===== src/rtl/dbg_trace_pkg.sv =====
// Shared types for the execution trace recorder: FSM states, capture
// modes and the layout of one recorded trace entry.
package dbg_trace_pkg;

  typedef enum logic [1:0] {
    ST_IDLE    = 2'd0,
    ST_ARMED   = 2'd1,
    ST_CAPTURE = 2'd2,
    ST_DONE    = 2'd3
  } trace_state_e;

  localparam logic [1:0] MODE_ALL  = 2'd0;
  localparam logic [1:0] MODE_WB   = 2'd1;
  localparam logic [1:0] MODE_TRIG = 2'd2;

  // Canonical entry layout for the 32-bit core; modules with another XLEN
  // keep the same field order so entries stay interchangeable.
  localparam int TRACE_XLEN = 32;

  typedef struct packed {
    logic [TRACE_XLEN-1:0] pc;
    logic [TRACE_XLEN-1:0] instr;
    logic [TRACE_XLEN-1:0] result;
    logic [3:0]            ctrl;
    logic                  wr_en;
  } trace_entry_t;

  // Storage width of one entry: pc, instr, result, 4-bit ctrl and wr_en.
  function automatic int entry_width(input int xlen);
    return 3 * xlen + 5;
  endfunction

endpackage


===== src/rtl/dbg_trace_buffer_if.sv =====
// Bundle of the trace recorder's control, core debug bus and readout
// signals. The recorder uses the slave view, the core/debugger the master.
interface dbg_trace_buffer_if
  import dbg_trace_pkg::*;
#(
  parameter int XLEN  = 32,
  parameter int DEPTH = 16
) ();

  logic                       arm;
  logic [1:0]                 mode;
  logic [XLEN-1:0]            trig_pc;

  logic [XLEN-1:0]            dbg_pc;
  logic [XLEN-1:0]            dbg_instr;
  logic [XLEN-1:0]            dbg_ALU_result;
  logic [3:0]                 dbg_ALU_ctrl;
  logic                       dbg_wr_en;

  logic                       rd_req;
  logic                       rd_valid;
  logic [XLEN-1:0]            rd_pc;
  logic [XLEN-1:0]            rd_instr;
  logic [XLEN-1:0]            rd_result;
  logic [3:0]                 rd_ctrl;
  logic                       rd_wr_en;

  logic [$clog2(DEPTH):0]     count;
  trace_state_e               state;
  logic                       done;
  logic                       overflow;

  modport master (
    output arm, mode, trig_pc,
    output dbg_pc, dbg_instr, dbg_ALU_result, dbg_ALU_ctrl, dbg_wr_en,
    output rd_req,
    input  rd_valid, rd_pc, rd_instr, rd_result, rd_ctrl, rd_wr_en,
    input  count, state, done, overflow
  );

  modport slave (
    input  arm, mode, trig_pc,
    input  dbg_pc, dbg_instr, dbg_ALU_result, dbg_ALU_ctrl, dbg_wr_en,
    input  rd_req,
    output rd_valid, rd_pc, rd_instr, rd_result, rd_ctrl, rd_wr_en,
    output count, state, done, overflow
  );

endinterface


===== src/rtl/dbg_trace_buffer_trace_ram.sv =====
// Trace storage: DEPTH x WIDTH array with one write port and one registered
// read port. The read register gives the one-cycle readout latency and
// holds its value between reads.
module trace_ram #(
  parameter int DEPTH = 16,
  parameter int WIDTH = 101
) (
  input  logic                     clk,
  input  logic                     rst,
  input  logic                     we,
  input  logic [$clog2(DEPTH)-1:0] waddr,
  input  logic [WIDTH-1:0]         wdata,
  input  logic                     re,
  input  logic [$clog2(DEPTH)-1:0] raddr,
  output logic [WIDTH-1:0]         rdata
);

  logic [WIDTH-1:0] mem_q [DEPTH];
  logic [WIDTH-1:0] rdata_q;
  logic [WIDTH-1:0] rdata_d;

  // Array contents are not reset; a cleared count makes them unreachable.
  always_ff @(posedge clk) begin
    if (we) mem_q[waddr] <= wdata;
  end

  // Load the read register only on a read so data holds otherwise.
  always_comb begin
    rdata_d = rdata_q;
    if (re) rdata_d = mem_q[raddr];
  end

  // Read register returns to zero on reset so readout outputs start clean.
  always_ff @(posedge clk or posedge rst) begin
    if (rst) rdata_q <= '0;
    else     rdata_q <= rdata_d;
  end

  assign rdata = rdata_q;

endmodule


===== src/rtl/dbg_trace_buffer.sv =====
// Execution trace recorder for the single-cycle RISC-V core. Samples the
// core debug bus into a circular buffer in one of three capture modes and
// drains it one entry per read request once capture is complete.
module dbg_trace_buffer
  import dbg_trace_pkg::*;
#(
  parameter int XLEN      = 32,
  parameter int DEPTH     = 16,
  parameter int POST_TRIG = 8
) (
  input  logic             clk,
  input  logic             rst,
  dbg_trace_buffer_if.slave bus
);

  localparam int PW = $clog2(DEPTH);
  localparam int CW = PW + 1;
  localparam int EW = entry_width(XLEN);

  localparam logic [CW-1:0] FULL      = CW'(DEPTH);
  localparam logic [PW-1:0] POST_INIT = PW'(POST_TRIG);

  typedef struct packed {
    logic [XLEN-1:0] pc;
    logic [XLEN-1:0] instr;
    logic [XLEN-1:0] result;
    logic [3:0]      ctrl;
    logic            wr_en;
  } entry_t;

  trace_state_e    state_q,    state_d;
  logic [PW-1:0]   wptr_q,     wptr_d;
  logic [PW-1:0]   rptr_q,     rptr_d;
  logic [PW-1:0]   post_q,     post_d;
  logic [CW-1:0]   count_q,    count_d;
  logic            overflow_q, overflow_d;
  logic [1:0]      mode_q,     mode_d;
  logic [XLEN-1:0] trig_pc_q,  trig_pc_d;
  logic            rd_valid_q, rd_valid_d;

  logic            ring_wr;
  logic            lin_wr;
  logic            ram_we;
  logic            ram_re;
  entry_t          wr_entry;
  entry_t          rd_entry;
  logic [EW-1:0]   ram_rdata;

  assign wr_entry = '{pc:     bus.dbg_pc,
                      instr:  bus.dbg_instr,
                      result: bus.dbg_ALU_result,
                      ctrl:   bus.dbg_ALU_ctrl,
                      wr_en:  bus.dbg_wr_en};

  // Next-state logic: arm restarts from any state; ring writes (trigger
  // mode) overwrite the oldest entry when full, linear writes (modes 0/1)
  // stop at full; reads only drain in DONE.
  always_comb begin
    state_d    = state_q;
    wptr_d     = wptr_q;
    rptr_d     = rptr_q;
    post_d     = post_q;
    count_d    = count_q;
    overflow_d = overflow_q;
    mode_d     = mode_q;
    trig_pc_d  = trig_pc_q;
    ring_wr    = 1'b0;
    lin_wr     = 1'b0;
    ram_re     = 1'b0;

    if (bus.arm) begin
      wptr_d     = '0;
      rptr_d     = '0;
      post_d     = '0;
      count_d    = '0;
      overflow_d = 1'b0;
      trig_pc_d  = bus.trig_pc;
      mode_d     = (bus.mode == MODE_TRIG || bus.mode == MODE_WB) ? bus.mode : MODE_ALL;
      state_d    = (bus.mode == MODE_TRIG) ? ST_ARMED : ST_CAPTURE;
    end else begin
      case (state_q)
        ST_ARMED: begin
          ring_wr = 1'b1;
          if (bus.dbg_pc == trig_pc_q) begin
            state_d = ST_CAPTURE;
            post_d  = POST_INIT;
          end
        end
        ST_CAPTURE: begin
          if (mode_q == MODE_TRIG) begin
            ring_wr = 1'b1;
            post_d  = post_q - PW'(1);
            if (post_q == PW'(1)) state_d = ST_DONE;
          end else if (mode_q == MODE_ALL || bus.dbg_wr_en) begin
            lin_wr = 1'b1;
            if (count_q == FULL - CW'(1)) state_d = ST_DONE;
          end
        end
        ST_DONE: begin
          if (bus.rd_req && count_q != '0) begin
            ram_re  = 1'b1;
            rptr_d  = rptr_q + PW'(1);
            count_d = count_q - CW'(1);
          end
        end
        default: ;
      endcase

      if (ring_wr) begin
        wptr_d = wptr_q + PW'(1);
        if (count_q == FULL) begin
          rptr_d     = rptr_q + PW'(1);
          overflow_d = 1'b1;
        end else begin
          count_d = count_q + CW'(1);
        end
      end

      if (lin_wr) begin
        wptr_d  = wptr_q + PW'(1);
        count_d = count_q + CW'(1);
      end
    end

    ram_we     = ring_wr | lin_wr;
    rd_valid_d = ram_re;
  end

  // Control registers; reset discards any capture in progress.
  always_ff @(posedge clk or posedge rst) begin
    if (rst) begin
      state_q    <= ST_IDLE;
      wptr_q     <= '0;
      rptr_q     <= '0;
      post_q     <= '0;
      count_q    <= '0;
      overflow_q <= 1'b0;
      mode_q     <= MODE_ALL;
      trig_pc_q  <= '0;
      rd_valid_q <= 1'b0;
    end else begin
      state_q    <= state_d;
      wptr_q     <= wptr_d;
      rptr_q     <= rptr_d;
      post_q     <= post_d;
      count_q    <= count_d;
      overflow_q <= overflow_d;
      mode_q     <= mode_d;
      trig_pc_q  <= trig_pc_d;
      rd_valid_q <= rd_valid_d;
    end
  end

  trace_ram #(
    .DEPTH (DEPTH),
    .WIDTH (EW)
  ) u_trace_ram (
    .clk   (clk),
    .rst   (rst),
    .we    (ram_we),
    .waddr (wptr_q),
    .wdata (wr_entry),
    .re    (ram_re),
    .raddr (rptr_q),
    .rdata (ram_rdata)
  );

  assign rd_entry     = ram_rdata;
  assign bus.rd_valid = rd_valid_q;
  assign bus.rd_pc    = rd_entry.pc;
  assign bus.rd_instr = rd_entry.instr;
  assign bus.rd_result = rd_entry.result;
  assign bus.rd_ctrl  = rd_entry.ctrl;
  assign bus.rd_wr_en = rd_entry.wr_en;
  assign bus.count    = count_q;
  assign bus.state    = state_q;
  assign bus.done     = (state_q == ST_DONE);
  assign bus.overflow = overflow_q;

endmodule


===== src/flat_wrapper.sv =====
// flat-port wrapper written by rule: the top's interface ports become plain ports
module dbg_trace_buffer_flat import dbg_trace_pkg::*;
#(
  parameter int XLEN      = 32,
  parameter int DEPTH     = 16,
  parameter int POST_TRIG = 8
)
  (clk, rst, bus_arm, bus_mode, bus_trig_pc, bus_dbg_pc, bus_dbg_instr, bus_dbg_ALU_result, bus_dbg_ALU_ctrl, bus_dbg_wr_en, bus_rd_req, bus_rd_valid, bus_rd_pc, bus_rd_instr, bus_rd_result, bus_rd_ctrl, bus_rd_wr_en, bus_count, bus_state, bus_done, bus_overflow);
  dbg_trace_buffer_if #(.XLEN(XLEN), .DEPTH(DEPTH)) bus_i ();
  input  logic clk;
  input  logic rst;
  input wire logic [$bits(bus_i.arm)-1:0] bus_arm;
  input wire logic [$bits(bus_i.mode)-1:0] bus_mode;
  input wire logic [$bits(bus_i.trig_pc)-1:0] bus_trig_pc;
  input wire logic [$bits(bus_i.dbg_pc)-1:0] bus_dbg_pc;
  input wire logic [$bits(bus_i.dbg_instr)-1:0] bus_dbg_instr;
  input wire logic [$bits(bus_i.dbg_ALU_result)-1:0] bus_dbg_ALU_result;
  input wire logic [$bits(bus_i.dbg_ALU_ctrl)-1:0] bus_dbg_ALU_ctrl;
  input wire logic [$bits(bus_i.dbg_wr_en)-1:0] bus_dbg_wr_en;
  input wire logic [$bits(bus_i.rd_req)-1:0] bus_rd_req;
  output wire logic [$bits(bus_i.rd_valid)-1:0] bus_rd_valid;
  output wire logic [$bits(bus_i.rd_pc)-1:0] bus_rd_pc;
  output wire logic [$bits(bus_i.rd_instr)-1:0] bus_rd_instr;
  output wire logic [$bits(bus_i.rd_result)-1:0] bus_rd_result;
  output wire logic [$bits(bus_i.rd_ctrl)-1:0] bus_rd_ctrl;
  output wire logic [$bits(bus_i.rd_wr_en)-1:0] bus_rd_wr_en;
  output wire logic [$bits(bus_i.count)-1:0] bus_count;
  output wire logic [$bits(bus_i.state)-1:0] bus_state;
  output wire logic [$bits(bus_i.done)-1:0] bus_done;
  output wire logic [$bits(bus_i.overflow)-1:0] bus_overflow;
  assign bus_i.arm = bus_arm;
  assign bus_i.mode = bus_mode;
  assign bus_i.trig_pc = bus_trig_pc;
  assign bus_i.dbg_pc = bus_dbg_pc;
  assign bus_i.dbg_instr = bus_dbg_instr;
  assign bus_i.dbg_ALU_result = bus_dbg_ALU_result;
  assign bus_i.dbg_ALU_ctrl = bus_dbg_ALU_ctrl;
  assign bus_i.dbg_wr_en = bus_dbg_wr_en;
  assign bus_i.rd_req = bus_rd_req;
  assign bus_rd_valid = bus_i.rd_valid;
  assign bus_rd_pc = bus_i.rd_pc;
  assign bus_rd_instr = bus_i.rd_instr;
  assign bus_rd_result = bus_i.rd_result;
  assign bus_rd_ctrl = bus_i.rd_ctrl;
  assign bus_rd_wr_en = bus_i.rd_wr_en;
  assign bus_count = bus_i.count;
  assign bus_state = bus_i.state;
  assign bus_done = bus_i.done;
  assign bus_overflow = bus_i.overflow;
  dbg_trace_buffer #(.XLEN(XLEN), .DEPTH(DEPTH), .POST_TRIG(POST_TRIG)) u_core (.clk(clk), .rst(rst), .bus(bus_i));
endmodule

===== config.mk =====
export PLATFORM = sky130hd
export DESIGN_NAME = dbg_trace_buffer_flat
export DESIGN_NICKNAME = d
export VERILOG_FILES = /design/src/rtl/dbg_trace_pkg.sv /design/src/rtl/dbg_trace_buffer_if.sv /design/src/rtl/dbg_trace_buffer_trace_ram.sv /design/src/rtl/dbg_trace_buffer.sv /design/src/flat_wrapper.sv
export SDC_FILE = /design/constraint.sdc
export NUM_CORES = 2
export LEC_CHECK = 0
export CAP_MARGIN = 20
export CORE_ASPECT_RATIO = 0.6
export CORE_UTILIZATION = 35
export DETAILED_ROUTE_END_ITERATION = 10
export GPL_TIMING_DRIVEN = 0
export PLACE_DENSITY = 0.63
export SLEW_MARGIN = 10
export SYNTH_ARGS = -nofsm -noshare
export SYNTH_HDL_FRONTEND = slang
export SYNTH_SLANG_ARGS = --single-unit

===== constraint.sdc =====
create_clock -name clk -period 8.3 [get_ports clk]
set_clock_uncertainty 0.1 [all_clocks]
set_input_delay 2.075 -clock clk [delete_from_list [all_inputs] [get_ports clk]]
set_output_delay 2.075 -clock clk [all_outputs]
set_load 0.05 [all_outputs]

**After elaboration in Yosys (flattened, before gate mapping)**

Memory sizes are Yosys's and may differ from the RTL's. A register that Yosys moved wholly into a read port is not among the register bits.
Cells that the tools add are included.

- Output and inout bits: 111
- Memories: 1
- Logic and storage cells: 87
- RAM bits: 1616
- Flip-flop bits (word level): 55
- Input port bits: 139

- $add $sub $neg: 5
- Mux-type cells: 44
- Equal/unequal tests: 15
- Reduce and logical (&&, ||, !) cells: 12
- Bitwise operators: 1

Memories:

| memory | words | bits a word | rd ports | clocked after Yosys merged registers in | wr ports | RTL line | RTL |
|---|---|---|---|---|---|---|---|
| u_core.u_trace_ram.mem_q | 16 | 101 | 1 | 1 | 1 | dbg_trace_buffer_trace_ram.sv:18 | `logic [WIDTH-1:0] mem_q [DEPTH];` |

Operators by type and width:

| cell | count |
|---|---|
| $mux W4 | 11 |
| $eq A32 B32 Y1 | 1 |
| $mux W5 | 6 |
| $mux W1 | 16 |
| $mux W2 | 8 |
| $add A4 B1 Y4 const B | 2 |
| $eq A2 B2 Y1 const B | 4 |
| $ne A4 B2 Y1 const B | 2 |
| $pmux W4 S2 | 1 |
| $ne A3 B2 Y1 const B | 2 |
| $reduce_bool A3 Y1 | 2 |
| $add A5 B1 Y5 const B | 1 |
| $eq A5 B4 Y1 const B | 1 |
| $eq A5 B5 Y1 const B | 1 |
| $reduce_and A5 Y1 | 1 |
| $reduce_bool A5 Y1 | 1 |
| $sub A5 B1 Y5 const B | 1 |
| $eq A2 B1 Y1 const B | 2 |
| $eq A4 B1 Y1 const B | 1 |
| $ne A4 B4 Y1 const B | 1 |
| $pmux W2 S2 | 1 |
| $reduce_bool A2 Y1 | 2 |
| $sub A4 B1 Y4 const B | 1 |
| $reduce_and A3 Y1 | 1 |
| 6 further kinds | 7 |

**Longest topological paths before layout**

- Depth after elaboration: 10
- Gate-level depth with buffers: 8
- Gate-level depth less buffers: 8

**Cells and area by module**

A second synthesis with hierarchy kept.

- Cell total of the unflattened synthesis: 2986
- Area total of the unflattened synthesis: 68040.3 um^2

By module, submodules not included:

| module | cells each | sequential area each (um^2) | times used | area an instance (um^2) |
|---|---|---|---|---|
| trace_ram | 2710 | 51054.0 | 1 | 64961.1 |
| dbg_trace_buffer | 276 | 1376.3 | 1 | 3079.2 |

**Worst setup path before layout**

No wires, ideal clock.

- Kind: input to register
- Start: input bus_dbg_wr_en
- End: memory u_core.u_trace_ram.mem_q[6][0] (enable)
- Stages: 6
- Required time: 7515 ps
- Data arrival time: 9710 ps
- Setup slack: -2194 ps
- Library setup time: 685 ps
- Path buffers: 0
- Cells stage by stage: and2_1 > o21ai_0 > o21ai_1 > nor2b_1 > nand2_1 > nor3_1

- Cells in the longest elaborated chain, start to end: 9

Ends and longest elaborated chain:

| what | RTL line | RTL |
|---|---|---|
| start, declared | flat_wrapper.sv:19 | `input wire logic [$bits(bus_i.dbg_wr_en)-1:0] bus_dbg_wr_en;` |
| $logic_or A1 B1 Y1 | dbg_trace_buffer.sv:94 | `end else if (mode_q == MODE_ALL \|\| bus.dbg_wr_en) begin` |
| $mux W1 | dbg_trace_buffer.sv:94 |  |
| $mux W1 | dbg_trace_buffer.sv:90 | `if (mode_q == MODE_TRIG) begin` |
| $mux W1 | dbg_trace_buffer.sv:81 | `case (state_q)` |
| $mux W1 (2 in a row) | dbg_trace_buffer.sv:71 | `if (bus.arm) begin` |
| $or A1 B1 Y1 | dbg_trace_buffer.sv:125 | `ram_we = ring_wr \| lin_wr;` |
| $mux W1 | dbg_trace_buffer_trace_ram.sv:24 | `if (we) mem_q[waddr] <= wdata;` |
| $mux W1 (implied by the code) | dbg_trace_buffer_trace_ram.sv:24 |  |
| end, declared | dbg_trace_buffer_trace_ram.sv:18 |  |

Every way passes these cells. The select of a mux whose other input is x is not followed.

**Final worst setup path**

- Start: input bus_dbg_wr_en
- End: memory u_core.u_trace_ram.mem_q[10][54] (enable)

Same word-level chain as after synthesis.

==> run summary <==
* TritonCTS clock tree: done
* met1 Resource Use GR: 0.251
* core utilization of the finished layout: 0.422
* root cell of the clock tree: sky130_fd_sc_hd__clkbuf_16
* Cells after Synth: 2744
* antenna-violating nets left: 0
* unrepaired setup endpoints after global routing: no
* share of cells above drive strength 1: 0.320
* minimum hold slack: 404 ps
* crit path max fanout: 17
* post-synthesis area per instance: 24.6 um^2
* Total Routed Length: 171 mm
* register bit total from synthesis: 1772
* sort of element at the end of the critical path: flop
* mean routed wirelength per cell: 28.5 um
* # IOs: 250
* total non-filler cell area in the finished layout: 80500 um^2
* count of cell types in the netlist: 45
* first-iteration detailed-routing DRC count: 3421
* leftover overflow at the end of global routing: 0
* Total Power: 0.0205 W
* cell occurring most often along the worst timing path: sky130_fd_sc_hd__buf_4
* latest clock arrival within the worst-skew pair: 800 ps
* period utilisation layout: 0.711
* Core Footprint: 191000 um^2
* most heavily used metal layer in global routing: met2
* met3 Track Usage GR: 0.0461
* row count: 124
* cell-by-cell listing of the critical path: clkdlybuf4s50_1 > and2_1 > o21ai_0 > o21ai_1 > nor2b_1 > nand2_1 > nor3_2 > buf_6 > buf_4 > buf_6 > buf_4 > buf_4 > buf_4 > buf_6
* PortBufs: 249
* routability congestion estimate from global placement: 0.744
* max_slew headroom: 0.258
* final-stage net count: 3487
* setup bufs post-CTS: 0
* largest stage delay on the critical path: 970 ps
* synthesized cell area: 67400 um^2
* Fillers: 16200
* maximum level of the CTS H-tree: 4
* final setup violation count: 0
* clock input transition at the sequential cells of the worst setup and hold paths: 60 ps
* power density over the cells: 255 nW/um^2
* most frequent cells in the layout: sky130_fd_sc_hd__edfxtp_1 (1616), sky130_fd_sc_hd__mux4_2 (505), sky130_fd_sc_hd__clkdlybuf4s50_1 (249)
* post-synth net total: 2896
* hold buffers post-CTS: 0
* class of the most critical setup path: in2reg
* die area: 194000 um^2
* deepest clock path buffer count: 3
* critical path's slowest cell: sky130_fd_sc_hd__clkdlybuf4s50_1
* Sink Count: 1772
* sequential-to-total area share from yosys stat: 0.778
* status: finished, final reports clean
* post-cts sizing count: 0
* Starting Density: 0.353
* Worst Max-Slew Pin Slew: 1110 ps
* most common library cell in the layout ignoring fill and taps: sky130_fd_sc_hd__edfxtp_1
* static power due to leakage: 25.2 nW
* length of the first detailed-routing pass in iterations: 5
* total via count in the routed design: 31500
* worst endpoint data arrival time: 6300 ps
* hold violation count in the final report: 0
* number of global-route vias before repair: 32000
* Chip Height: 342 um
* first-pass GRT wire length: 243 mm
* maximum ir drop on the vdd rail: 0.202 mV
* category of the worst setup path launch point: primary input
* Most used DFF post-synth: sky130_fd_sc_hd__edfxtp_1
* type of the worst min-delay path: reg2reg
* Die Width: 569 um
* total half-perimeter wirelength after legalization and detailed placement: 112 mm
* cell area after placement: 75100 um^2
* Req. time, crit path: 8700 ps
* Residual DRC: 0
* GRT met2 Usage: 0.273
* async set-or-reset flop fraction in the synthesized netlist: 0.0880
* Max Freq: 169 MHz
* routed vias/inst: 5.25
* number of enable flip-flop cells after synthesis: 1616
* max-capacitance violation count: 0
* All-Layer GR Usage: 0.176
* Area growth, synth to finish: 19.5%
* initial antenna violation count: 32
* pin count of the biggest net entering global routing: 83
* number of slew-limit violations in the final report: 0
* number of buffers inserted during clock tree synthesis: 173
* final critical delay including setup and external delays: 5900 ps
* count of yosys warnings during synthesis: 0
-- state kept, by name, summed over array words and instances, names as in the netlist, 2 cells and up --
| register | cells |
|---|---|
| u_core.bus.count | 5 |
| u_core.bus.state | 2 |
| u_core.mode_q | 2 |
| u_core.post_q | 4 |
| u_core.rptr_q | 4 |
| u_core.trig_pc_q | 32 |
| u_core.u_trace_ram.mem_q | 1616 |
| u_core.u_trace_ram.rdata | 101 |
| u_core.wptr_q | 4 |
-- worst paths after layout --
kind	startpoint	endpoint	slack, ps	cells after the start
worst max-delay path	bus_dbg_wr_en	u_core.u_trace_ram.mem_q[10][54]$_DFFE_PP_	2400	14
worst min-delay path	u_core.u_trace_ram.rdata[35]$_DFFE_PP0P_	u_core.u_trace_ram.rdata[35]$_DFFE_PP0P_	400	1
worst max register to register	u_core.bus.state[1]$_DFFE_PP0P_	u_core.u_trace_ram.mem_q[10][54]$_DFFE_PP_	3880	14
worst min register to register	u_core.u_trace_ram.rdata[35]$_DFFE_PP0P_	u_core.u_trace_ram.rdata[35]$_DFFE_PP0P_	400	1
max in group asynchronous	rst	u_core.u_trace_ram.rdata[45]$_DFFE_PP0P_	5440	3
min in group asynchronous	rst	u_core.trig_pc_q[21]$_DFFE_PP0P_	1630	2
-- Yosys cell counts (8+ instances only) --
cell,count,area (um^2)
sky130_fd_sc_hd__inv_1,20,75.1
sky130_fd_sc_hd__nand2_1,11,41.3
sky130_fd_sc_hd__edfxtp_1,1616,48500
sky130_fd_sc_hd__mux2_2,134,1510
sky130_fd_sc_hd__buf_2,15,75.1
sky130_fd_sc_hd__nand4_1,10,62.6
sky130_fd_sc_hd__o21ai_0,8,40.0
sky130_fd_sc_hd__mux4_2,505,11400
sky130_fd_sc_hd__a21oi_1,10,50.1
sky130_fd_sc_hd__buf_4,9,67.6
sky130_fd_sc_hd__dfrtp_1,156,3900
sky130_fd_sc_hd__ha_1,13,163
sky130_fd_sc_hd__xnor2_1,37,324
sky130_fd_sc_hd__buf_1,17,63.8
sky130_fd_sc_hd__nor2_1,29,109
sky130_fd_sc_hd__clkbuf_1,62,233
sky130_fd_sc_hd__buf_6,30,338
sky130_fd_sc_hd__nor3_1,9,45.0
-- power by group --
part / total, W / leakage, nW / internal, W / switching, W
Combinational: 0.00263 / 6.04 / 0.000987 / 0.00164
Sequential: 0.0103 / 16.5 / 0.0101 / 0.000195
Clock: 0.00755 / 2.63 / 0.00429 / 0.00326
-- routing by layer --
layer	wire [um]	share of wire
met5	224	0.0013
met4	2380	0.014
met1	74600	0.44
met2	79800	0.47
met3	14100	0.083
-- cell type report --
| type | count | area, um^2 | area share |
|---|---|---|---|
| antenna | 6 | 15.0 | 0.000186 |
| buffer | 133 | 778 | 0.00966 |
| clock buffer | 219 | 4650 | 0.0577 |
| clock inverter | 93 | 754 | 0.00937 |
| inverter | 20 | 82.6 | 0.00103 |
| multi-input combinational | 819 | 14200 | 0.176 |
| sequential | 1772 | 52400 | 0.651 |
| tap | 2520 | 3150 | 0.0392 |
| timing repair buffer | 416 | 4470 | 0.0555 |
-- worst max-delay path: cells and delay by family --
kind	cells	cell delay, ps
buffers and inverters	8	2480
AO/OA/AOI/OAI	2	380
AND/OR/NAND/NOR	4	1330
-- cell families (layout without fill, tap and decap cells) --
group                    count (synthesis)  in the layout  synth area share
AO/OA/AOI/OAI                           36             36           0.00323
XOR/XNOR                                42             42           0.00546
adder cells (fa/ha/maj)                 13             13           0.00241
buffers and inverters                  153            881            0.0126
flip-flops                            1772           1772             0.778
multiplexers                           643            643             0.192
other                                    0              6                 0
AND/OR/NAND/NOR                         85             85           0.00657
-- metrics by stage --
stage               setup slack [ps]  TNS [ps]  cells
global route                    2220         0   5994
CTS                             2470         0   5991
finish                          2400         0   5998
floorplan                      -2190  -1771990   2744
global placement              -13330         -   5513
detailed placement              1610         0   5679
No activity file was read; power rests on OpenSTA's default activity.
